## config.mk

```make
export PLATFORM = sky130hd
export DESIGN_NAME = qspi_target_regs
export DESIGN_NICKNAME = d
export VERILOG_FILES = /design/src/rtl/qspi_target_regs.sv
export SDC_FILE = /design/constraint.sdc
export NUM_CORES = 1
export LEC_CHECK = 0
export CORE_MARGIN = 8
export CORE_UTILIZATION = 38
export CTS_CLUSTER_DIAMETER = 60
export CTS_CLUSTER_SIZE = 16
export DETAILED_ROUTE_END_ITERATION = 12
export SLEW_MARGIN = 20
export SYNTH_ARGS = -nofsm -noshare
export SYNTH_HDL_FRONTEND = slang
export SYNTH_SLANG_ARGS = --single-unit
```

## constraint.sdc

```tcl
create_clock -name clk -period 1.5 [get_ports clk]
set_clock_uncertainty 0.15 [all_clocks]
set_input_delay 0.3 -clock clk [delete_from_list [all_inputs] [get_ports clk]]
set_output_delay 0.3 -clock clk [all_outputs]
set_load 0.05 [all_outputs]
```

## src/rtl/qspi_target_regs.sv

```systemverilog
// qspi_target_regs: quad-SPI (mode 0) target bridging nibble-wide transfers onto a byte register bus.
// Commands: 0x02 = write (addr, data...), 0x0B = read (addr, 2 dummy cycles, data...).
module qspi_target_regs (
    input  logic       clk,
    input  logic       rst_n,
    input  logic       qspi_csb,
    input  logic       qspi_sck,
    input  logic [3:0] qspi_io_in,
    output logic [3:0] qspi_io_out,
    output logic [3:0] qspi_io_oe,
    output logic [7:0] reg_addr,
    output logic [7:0] reg_wdata,
    output logic       reg_we,
    output logic       reg_re,
    input  logic [7:0] reg_rdata
);

    localparam int unsigned NIB_W  = 4;
    localparam int unsigned BYTE_W = 8;
    localparam logic [BYTE_W-1:0] CMD_WRITE = 8'h02;
    localparam logic [BYTE_W-1:0] CMD_READ  = 8'h0B;

    typedef enum logic [2:0] {
        IDLE, CMD, ADDR, WDATA, DUMMY, RDATA, IGNORE
    } state_e;

    state_e              state_q, state_d;
    logic                csb_s1_q, csb_s2_q;
    logic                sck_s1_q, sck_s2_q, sck_prev_q;
    logic [NIB_W-1:0]    io_s1_q, io_s2_q;
    logic [1:0]          vld_q, vld_d;
    logic                armed_q, armed_d;
    logic                nib_q, nib_d;
    logic                is_rd_q, is_rd_d;
    logic                rd_cap_q, rd_cap_d;
    logic [BYTE_W-1:0]   shift_q, shift_d;
    logic [BYTE_W-1:0]   addr_q, addr_d;
    logic [NIB_W-1:0]    io_out_q, io_out_d;
    logic [NIB_W-1:0]    io_oe_q, io_oe_d;
    logic [BYTE_W-1:0]   reg_addr_q, reg_addr_d;
    logic [BYTE_W-1:0]   reg_wdata_q, reg_wdata_d;
    logic                reg_we_q, reg_we_d;
    logic                reg_re_q, reg_re_d;

    logic                sck_rise, sck_fall;
    logic [BYTE_W-1:0]   byte_in;

    assign sck_rise = sck_s2_q & ~sck_prev_q;
    assign sck_fall = ~sck_s2_q & sck_prev_q;
    assign byte_in  = {shift_q[NIB_W-1:0], io_s2_q};

    assign qspi_io_out = io_out_q;
    assign qspi_io_oe  = io_oe_q;
    assign reg_addr    = reg_addr_q;
    assign reg_wdata   = reg_wdata_q;
    assign reg_we      = reg_we_q;
    assign reg_re      = reg_re_q;

    // State register, synchronizers and all registered outputs
    always_ff @(posedge clk) begin
        if (!rst_n) begin
            state_q     <= IDLE;
            csb_s1_q    <= 1'b1;
            csb_s2_q    <= 1'b1;
            sck_s1_q    <= 1'b0;
            sck_s2_q    <= 1'b0;
            sck_prev_q  <= 1'b0;
            io_s1_q     <= '0;
            io_s2_q     <= '0;
            vld_q       <= '0;
            armed_q     <= 1'b0;
            nib_q       <= 1'b0;
            is_rd_q     <= 1'b0;
            rd_cap_q    <= 1'b0;
            shift_q     <= '0;
            addr_q      <= '0;
            io_out_q    <= '0;
            io_oe_q     <= '0;
            reg_addr_q  <= '0;
            reg_wdata_q <= '0;
            reg_we_q    <= 1'b0;
            reg_re_q    <= 1'b0;
        end else begin
            state_q     <= state_d;
            csb_s1_q    <= qspi_csb;
            csb_s2_q    <= csb_s1_q;
            sck_s1_q    <= qspi_sck;
            sck_s2_q    <= sck_s1_q;
            sck_prev_q  <= sck_s2_q;
            io_s1_q     <= qspi_io_in;
            io_s2_q     <= io_s1_q;
            vld_q       <= vld_d;
            armed_q     <= armed_d;
            nib_q       <= nib_d;
            is_rd_q     <= is_rd_d;
            rd_cap_q    <= rd_cap_d;
            shift_q     <= shift_d;
            addr_q      <= addr_d;
            io_out_q    <= io_out_d;
            io_oe_q     <= io_oe_d;
            reg_addr_q  <= reg_addr_d;
            reg_wdata_q <= reg_wdata_d;
            reg_we_q    <= reg_we_d;
            reg_re_q    <= reg_re_d;
        end
    end

    // Next-state and output logic; CSB high overrides any coincident SCK edge
    always_comb begin
        state_d     = state_q;
        vld_d       = {vld_q[0], 1'b1};
        armed_d     = armed_q;
        nib_d       = nib_q;
        is_rd_d     = is_rd_q;
        rd_cap_d    = reg_re_q;
        shift_d     = shift_q;
        addr_d      = addr_q;
        io_out_d    = io_out_q;
        io_oe_d     = io_oe_q;
        reg_addr_d  = reg_addr_q;
        reg_wdata_d = reg_wdata_q;
        reg_we_d    = 1'b0;
        reg_re_d    = 1'b0;

        // Only a CSB level that has travelled the whole synchronizer may arm a new transaction
        if (vld_q[1] && csb_s2_q) begin
            armed_d = 1'b1;
        end

        // Read data arrives one clk after the strobe
        if (rd_cap_q) begin
            shift_d = reg_rdata;
        end

        if (state_q != IDLE && csb_s2_q) begin
            state_d = IDLE;
            nib_d   = 1'b0;
            io_oe_d = '0;
        end else begin
            case (state_q)
                IDLE: begin
                    if (armed_q && !csb_s2_q) begin
                        state_d = CMD;
                        armed_d = 1'b0;
                        nib_d   = 1'b0;
                    end
                end
                CMD: begin
                    if (sck_rise) begin
                        nib_d   = ~nib_q;
                        shift_d = byte_in;
                        if (nib_q) begin
                            if (byte_in == CMD_WRITE) begin
                                state_d = ADDR;
                                is_rd_d = 1'b0;
                            end else if (byte_in == CMD_READ) begin
                                state_d = ADDR;
                                is_rd_d = 1'b1;
                            end else begin
                                state_d = IGNORE;
                            end
                        end
                    end
                end
                ADDR: begin
                    if (sck_rise) begin
                        nib_d   = ~nib_q;
                        shift_d = byte_in;
                        if (nib_q) begin
                            addr_d  = byte_in;
                            state_d = is_rd_q ? DUMMY : WDATA;
                        end
                    end
                end
                WDATA: begin
                    if (sck_rise) begin
                        nib_d   = ~nib_q;
                        shift_d = byte_in;
                        if (nib_q) begin
                            reg_wdata_d = byte_in;
                            reg_addr_d  = addr_q;
                            reg_we_d    = 1'b1;
                            addr_d      = addr_q + 8'd1;
                        end
                    end
                end
                DUMMY: begin
                    if (sck_rise) begin
                        nib_d = ~nib_q;
                        if (nib_q) begin
                            reg_addr_d = addr_q;
                            reg_re_d   = 1'b1;
                            nib_d      = 1'b0;
                            state_d    = RDATA;
                        end
                    end
                end
                RDATA: begin
                    if (sck_rise) begin
                        nib_d = ~nib_q;
                        if (nib_q) begin
                            addr_d     = addr_q + 8'd1;
                            reg_addr_d = addr_q + 8'd1;
                            reg_re_d   = 1'b1;
                        end
                    end
                    if (sck_fall) begin
                        io_out_d = nib_q ? shift_q[NIB_W-1:0] : shift_q[BYTE_W-1:NIB_W];
                        io_oe_d  = 4'hF;
                    end
                end
                IGNORE: begin
                    io_oe_d = '0;
                end
                default: begin
                    state_d = IDLE;
                end
            endcase
        end
    end

endmodule

```

# Word level (Yosys, flattened, before mapping)

Cells that the tools add are included.

Bitwise operators: 10
Add/sub/neg operators: 1
Reductions and logical operators: 28
Multiplexer cells: 40
Multiply operators: 0
Order comparisons: 0
Equality and inequality tests: 23
Div/mod/pow operators: 0
Shift-type cells: 0

Operator list:

| operator                                      | number |
|---|---|
| two-way mux 8 bit                             | 10 |
| one-hot mux 8 bit (2 select lines)            | 2 |
| two-way mux 3 bit                             | 10 |
| != test 2 bit, second input constant          | 10 |
| one-hot mux 3 bit (5 select lines)            | 1 |
| two-way mux 1 bit                             | 13 |
| AND reduction 6 bit                           | 2 |
| OR reduction 3 bit                            | 4 |
| != test 2 x 1 -> 1 bit, second input constant | 5 |
| == test 3 bit, second input constant          | 3 |
| adder 8 x 1 -> 8 bit, second input constant   | 1 |
| == test 8 x 2 -> 1 bit, second input constant | 1 |
| == test 8 x 4 -> 1 bit, second input constant | 1 |
| two-way mux 4 bit                             | 2 |
| NOT 1 bit                                     | 8 |
| one-hot mux 4 bit (2 select lines)            | 1 |
| AND reduction 4 bit                           | 2 |
| AND reduction 8 bit                           | 1 |
| nonzero test 2 bit                            | 4 |
| OR reduction 2 bit                            | 4 |
| == test 3 x 2 -> 1 bit, second input constant | 2 |
| nonzero test 3 bit                            | 2 |
| AND reduction 5 bit                           | 1 |
| OR reduction 4 bit                            | 1 |
| 8 further kinds                               | 11 |

Flip-flop bits (word level): 64
Latch bits: 0
Output and inout bits: 26
Memory bits (read-only): 0
RAM bits: 0
Logic and storage cells: 124
Memories: 0
Input port bits: 16

# Logic depth before layout (Yosys ltp)

Word-level depth: 6
Mapped depth: 6
Gate-level depth less buffers: 5

# Worst setup path after synthesis

OpenSTA, ideal clock, no wires.

Path kind: reg-to-reg
From: reg state_q[0]
To: reg state_q[2]
Cell stages (with the launch flop): 6
Setup slack: -0.132 ns
Required time: 1.263 ns
Arrival: 1.395 ns
Period minus slack after synthesis: 1.632 ns
Path through: dfxtp_1 > buf_4 > inv_2 > mux2_2 > or3_1 > nor4b_2

Cells in the longest elaborated chain, start to end: 4

RTL lines:

| element                                                        | line | RTL |
|---|---|---|
| from (decl)                                                    | 27   | `state_e state_q, state_d;` |
| from (signal assigned)                                         | 84   | `state_q <= state_d;` |
| == test 3 bit / == test 3 x 2 -> 1 bit (equally long branches) | 140  | `case (state_q)` |
| OR reduction 3 bit (no line)                                   | n/a  |  |
| NOT 1 bit (no line)                                            | n/a  |  |
| AND reduction 8 bit (no line)                                  | n/a  |  |

Several ways; a longest one is shown, not always the timed one.
A chain may end at the register's enable or synchronous reset.

# Worst setup path after layout

From: reg state_q[2]
To: reg state_q[2]

The elaborated chain is that of the path after synthesis.

==> reports/qor.csv <==
metric;value;unit
status;finished with violations;
failing checks;negative setup slack;
fin crit share;112;%
Synth Net Count;314;
number of synthesized flops with an enable pin;0;
Syn Area/Cell;9.29;um^2
critical-path maximum fanout;5;
path type of the worst setup path;register to register;
Initial DRT Pass Iterations;4;
Placement Cell Area;3880;um^2
crit-path cells;buf_4 > a21oi_2 > mux2_4 > or3_4 > nor4b_2;
Pins Over Slew Limit;0;
worst rel slew slack;67.8;%
Switch Pwr;800;uW
post-synthesis async set-or-reset flop share;0;%
Die ar.;10200;um^2
Worst Hold Path EP;csb_s2_q;
placed instance count;474;
leak pwr;1.74;nW
Ys Warns;0;
GP Congestion;0.876;
buffers added on ports;41;
CTS tree;done;
ant diodes;0;
Gate power share;4.7;%
# H-tree levels;3;
Hold Fails Final Rpt;0;
r2r startpoint;state_q[2];
Die W;101;um
max-cap violation count;0;
clock power share;45.3;%
Hold Path Class;register to register;
via/cell ratio;5.14;
clk root buf;clkbuf_8;
total CTS buffers;9;
sequential-to-total area share from yosys stat;44.3;%
final instance area;4670;um^2
Hold Path Depth;1;
first-pass GRT wire length;12.6;mm
largest area contributor in the netlist;dfxtp_1;
worst-margin pin slew;482;ps
Layout Nets;425;
GRT Overall Usage;15.8;%
effective utilization at floorplan;38.6;%
First DRT Iteration DRCs;137;
TritonCTS sink count;61;
hold_buf cts;0;
Clk pin slew, worst setup/hold paths;70;ps
die height;101;um
final worst slack;-183;ps
Seq pwr share;50.0;%
pwr/cell area;705;nW/um^2
area grow syn2layout;69.5;%
Sw Share;24.2;%
vias in the first global route;2529;
clk buf depth;2;
fill cell count;560;
critical path launch point type;register;
CP max-delay cell;dfxtp_4;
top cells by area, synth;dfxtp_1, mux2i_1, nor2_1;
maximum VDD drop;583;uV
crit path buf inv count;1;
setup violators final;36;
Register-to-Register Path Depth;5;
initial antenna violation count;0;
WL final;8.39;mm
fin cells;512;
row cnt;31;
ANT nets after route;0;
crit path DAT;1770;ps
synthesized cell area;2760;um^2
clk_lat worst skew;340;ps
vias;2634;
fmax;594;MHz
Netlist cell types;48;
reg2reg setup slack;-180;ps
share of the synthesized area in the top cell type;44.3;%
required time of the critical path;1590;ps
Routed wire per std cell;16.4;um
#FFs+latches synth;61;
HP Start;csb_s1_q;
RR Endpoint;state_q[2];
family with the most delay on the worst path;simple AND/OR/NAND/NOR gates;
fraction of layout cells with a size suffix above 1;46.5;%
HPWL Detailed;5.08;mm
unrepaired setup endpoints after global routing;yes;
Critical Path Sink Type;register;
Core ar.;7140;um^2
DR DRC count;0;
grt total ovfl;0;
crit-path max cell delay;370;ps
Post-Syn Instances;297;
min cycle time layout;1680;ps
ys flop type;dfxtp_1;
internal power;2.50;mW
Top-Level Pins;42;
largest net degree at the start of global routing;28;
[worst register-to-register path, cell delays in order, from the launching register on]
cell and delay (ps):
dfxtp_4 370, buf_4 170, a21oi_2 50, mux2_4 260, or3_4 330, nor4b_2 260
[final cells by class]
cell class / instances / area [um^2] / share of cell area [%]
Multi-Input combinational cell: 213 / 1740 / 37.3
Timing Repair Buffer: 120 / 1350 / 28.9
Sequential cell: 61 / 1240 / 26.6
Clock buffer: 10 / 128 / 2.73
Tap cell: 99 / 124 / 2.65
Clock inverter: 6 / 71.3 / 1.53
Inverter: 3 / 13.8 / 0.294
[routing by layer]
metal	global-route usage, %	vias up	routed length (um)
met5	0	-	0
met1	20.6	1278	3820
met4	7.79	0	144
li1	-	1285	-
met2	24.5	61	4120
met3	2.96	10	309
[registers in the layout (all words and copies together) (netlist names)]
signal,flops
io_s2_q,4
qspi_io_oe,1
sck_s2_q,1
qspi_io_out,4
state_q,3
armed_q,1
io_s1_q,4
csb_s2_q,1
csb_s1_q,1
sck_prev_q,1
addr_q,8
nib_q,1
sck_s1_q,1
vld_q,2
rd_cap_q,1
reg_we,1
reg_re,1
is_rd_q,1
shift_q,8
reg_addr,8
reg_wdata,8
[power groups by stage]
stage          clock network, mW  logic, mW  registers, mW
3_3_place_gp                   0      0.126           1.69
4_1_cts                     1.52      0.138           1.65
3_5_place_dp                   0      0.127           1.69
2_1_floorplan                  0     0.0525           1.69
6_report                    1.49      0.155           1.65
5_1_grt                     1.59      0.167           1.65
[cell usage in the layout, fill, tap and decap left out, types with 5 or more instances in the layout]
master | netlist | final
nor2_1 | 37 | 24
a21oi_1 | 14 | 11
a211oi_1 | 14 | 5
nor3_1 | 8 | 5
buf_12 | 0 | 27
nor2_2 | 0 | 8
clkbuf_8 | 0 | 9
mux2i_1 | 23 | 23
dfxtp_1 | 61 | 53
o21ai_1 | 0 | 6
xnor2_1 | 7 | 5
nand2b_1 | 7 | 5
buf_6 | 2 | 21
a211oi_2 | 0 | 9
clkdlybuf4s50_1 | 0 | 15
nand2_1 | 16 | 14
buf_4 | 7 | 56
and2_1 | 15 | 14
o21ai_0 | 19 | 9
nor2_4 | 1 | 6
[timing repair]
action / CTS / global route
endpoints found under the setup margin: 46 / 42
pin swaps: 22 / 17
gates resized for setup: 54 / 59
setup buffers: 12 / 9
cloned: 3 / 0
[logic make-up (layout without fill, tap and decap cells)]
group,count (synthesis),in the layout,share of synthesized area [%]
flops,61,61,44.3
compound gates,72,73,17.6
buf+inv,24,139,4.90
xor+xnor,8,8,2.54
mux,24,24,8.76
simple gates,107,107,21.4
fa+ha+maj,1,1,0.454
[synthesized netlist by cell type (7+ instances only)]
| cell | count |
|---|---|
| a211oi_1 | 14 |
| a21oi_1 | 14 |
| and2_1 | 15 |
| buf_4 | 7 |
| clkbuf_1 | 8 |
| dfxtp_1 | 61 |
| mux2i_1 | 23 |
| nand2_1 | 16 |
| nand2b_1 | 7 |
| nor2_1 | 37 |
| nor3_1 | 8 |
| o21ai_0 | 19 |
| xnor2_1 | 7 |
[worst max-delay path by stage]
| stage | start | to | depth (start not counted) |
|---|---|---|---|
| 2_1_floorplan | state_q[0] | state_q[2] | 5 |
| 3_3_place_gp | state_q[0] | reg_wdata[1] | 6 |
| 3_5_place_dp | state_q[2] | shift_q[7] | 5 |
| 4_1_cts | state_q[1] | addr_q[5] | 6 |
| 5_1_grt | state_q[1] | addr_q[0] | 7 |
| 6_report | state_q[2] | state_q[2] | 5 |
[per-stage QoR]
stage	worst slack (ps)	hold slack (ps)	total power [mW]	util (%)	setup TNS, ps
floorplan	-80.9	178	1.74	-	-135
global placement	-227	250	1.82	54.4	-8020
detailed placement	-308	248	1.82	54.4	-9480
CTS	-133	267	3.31	61.3	-1700
global route	-229	291	3.41	65.5	-5400
finish	-183	264	3.30	65.5	-3270
No activity file was read; power rests on OpenSTA's default activity.
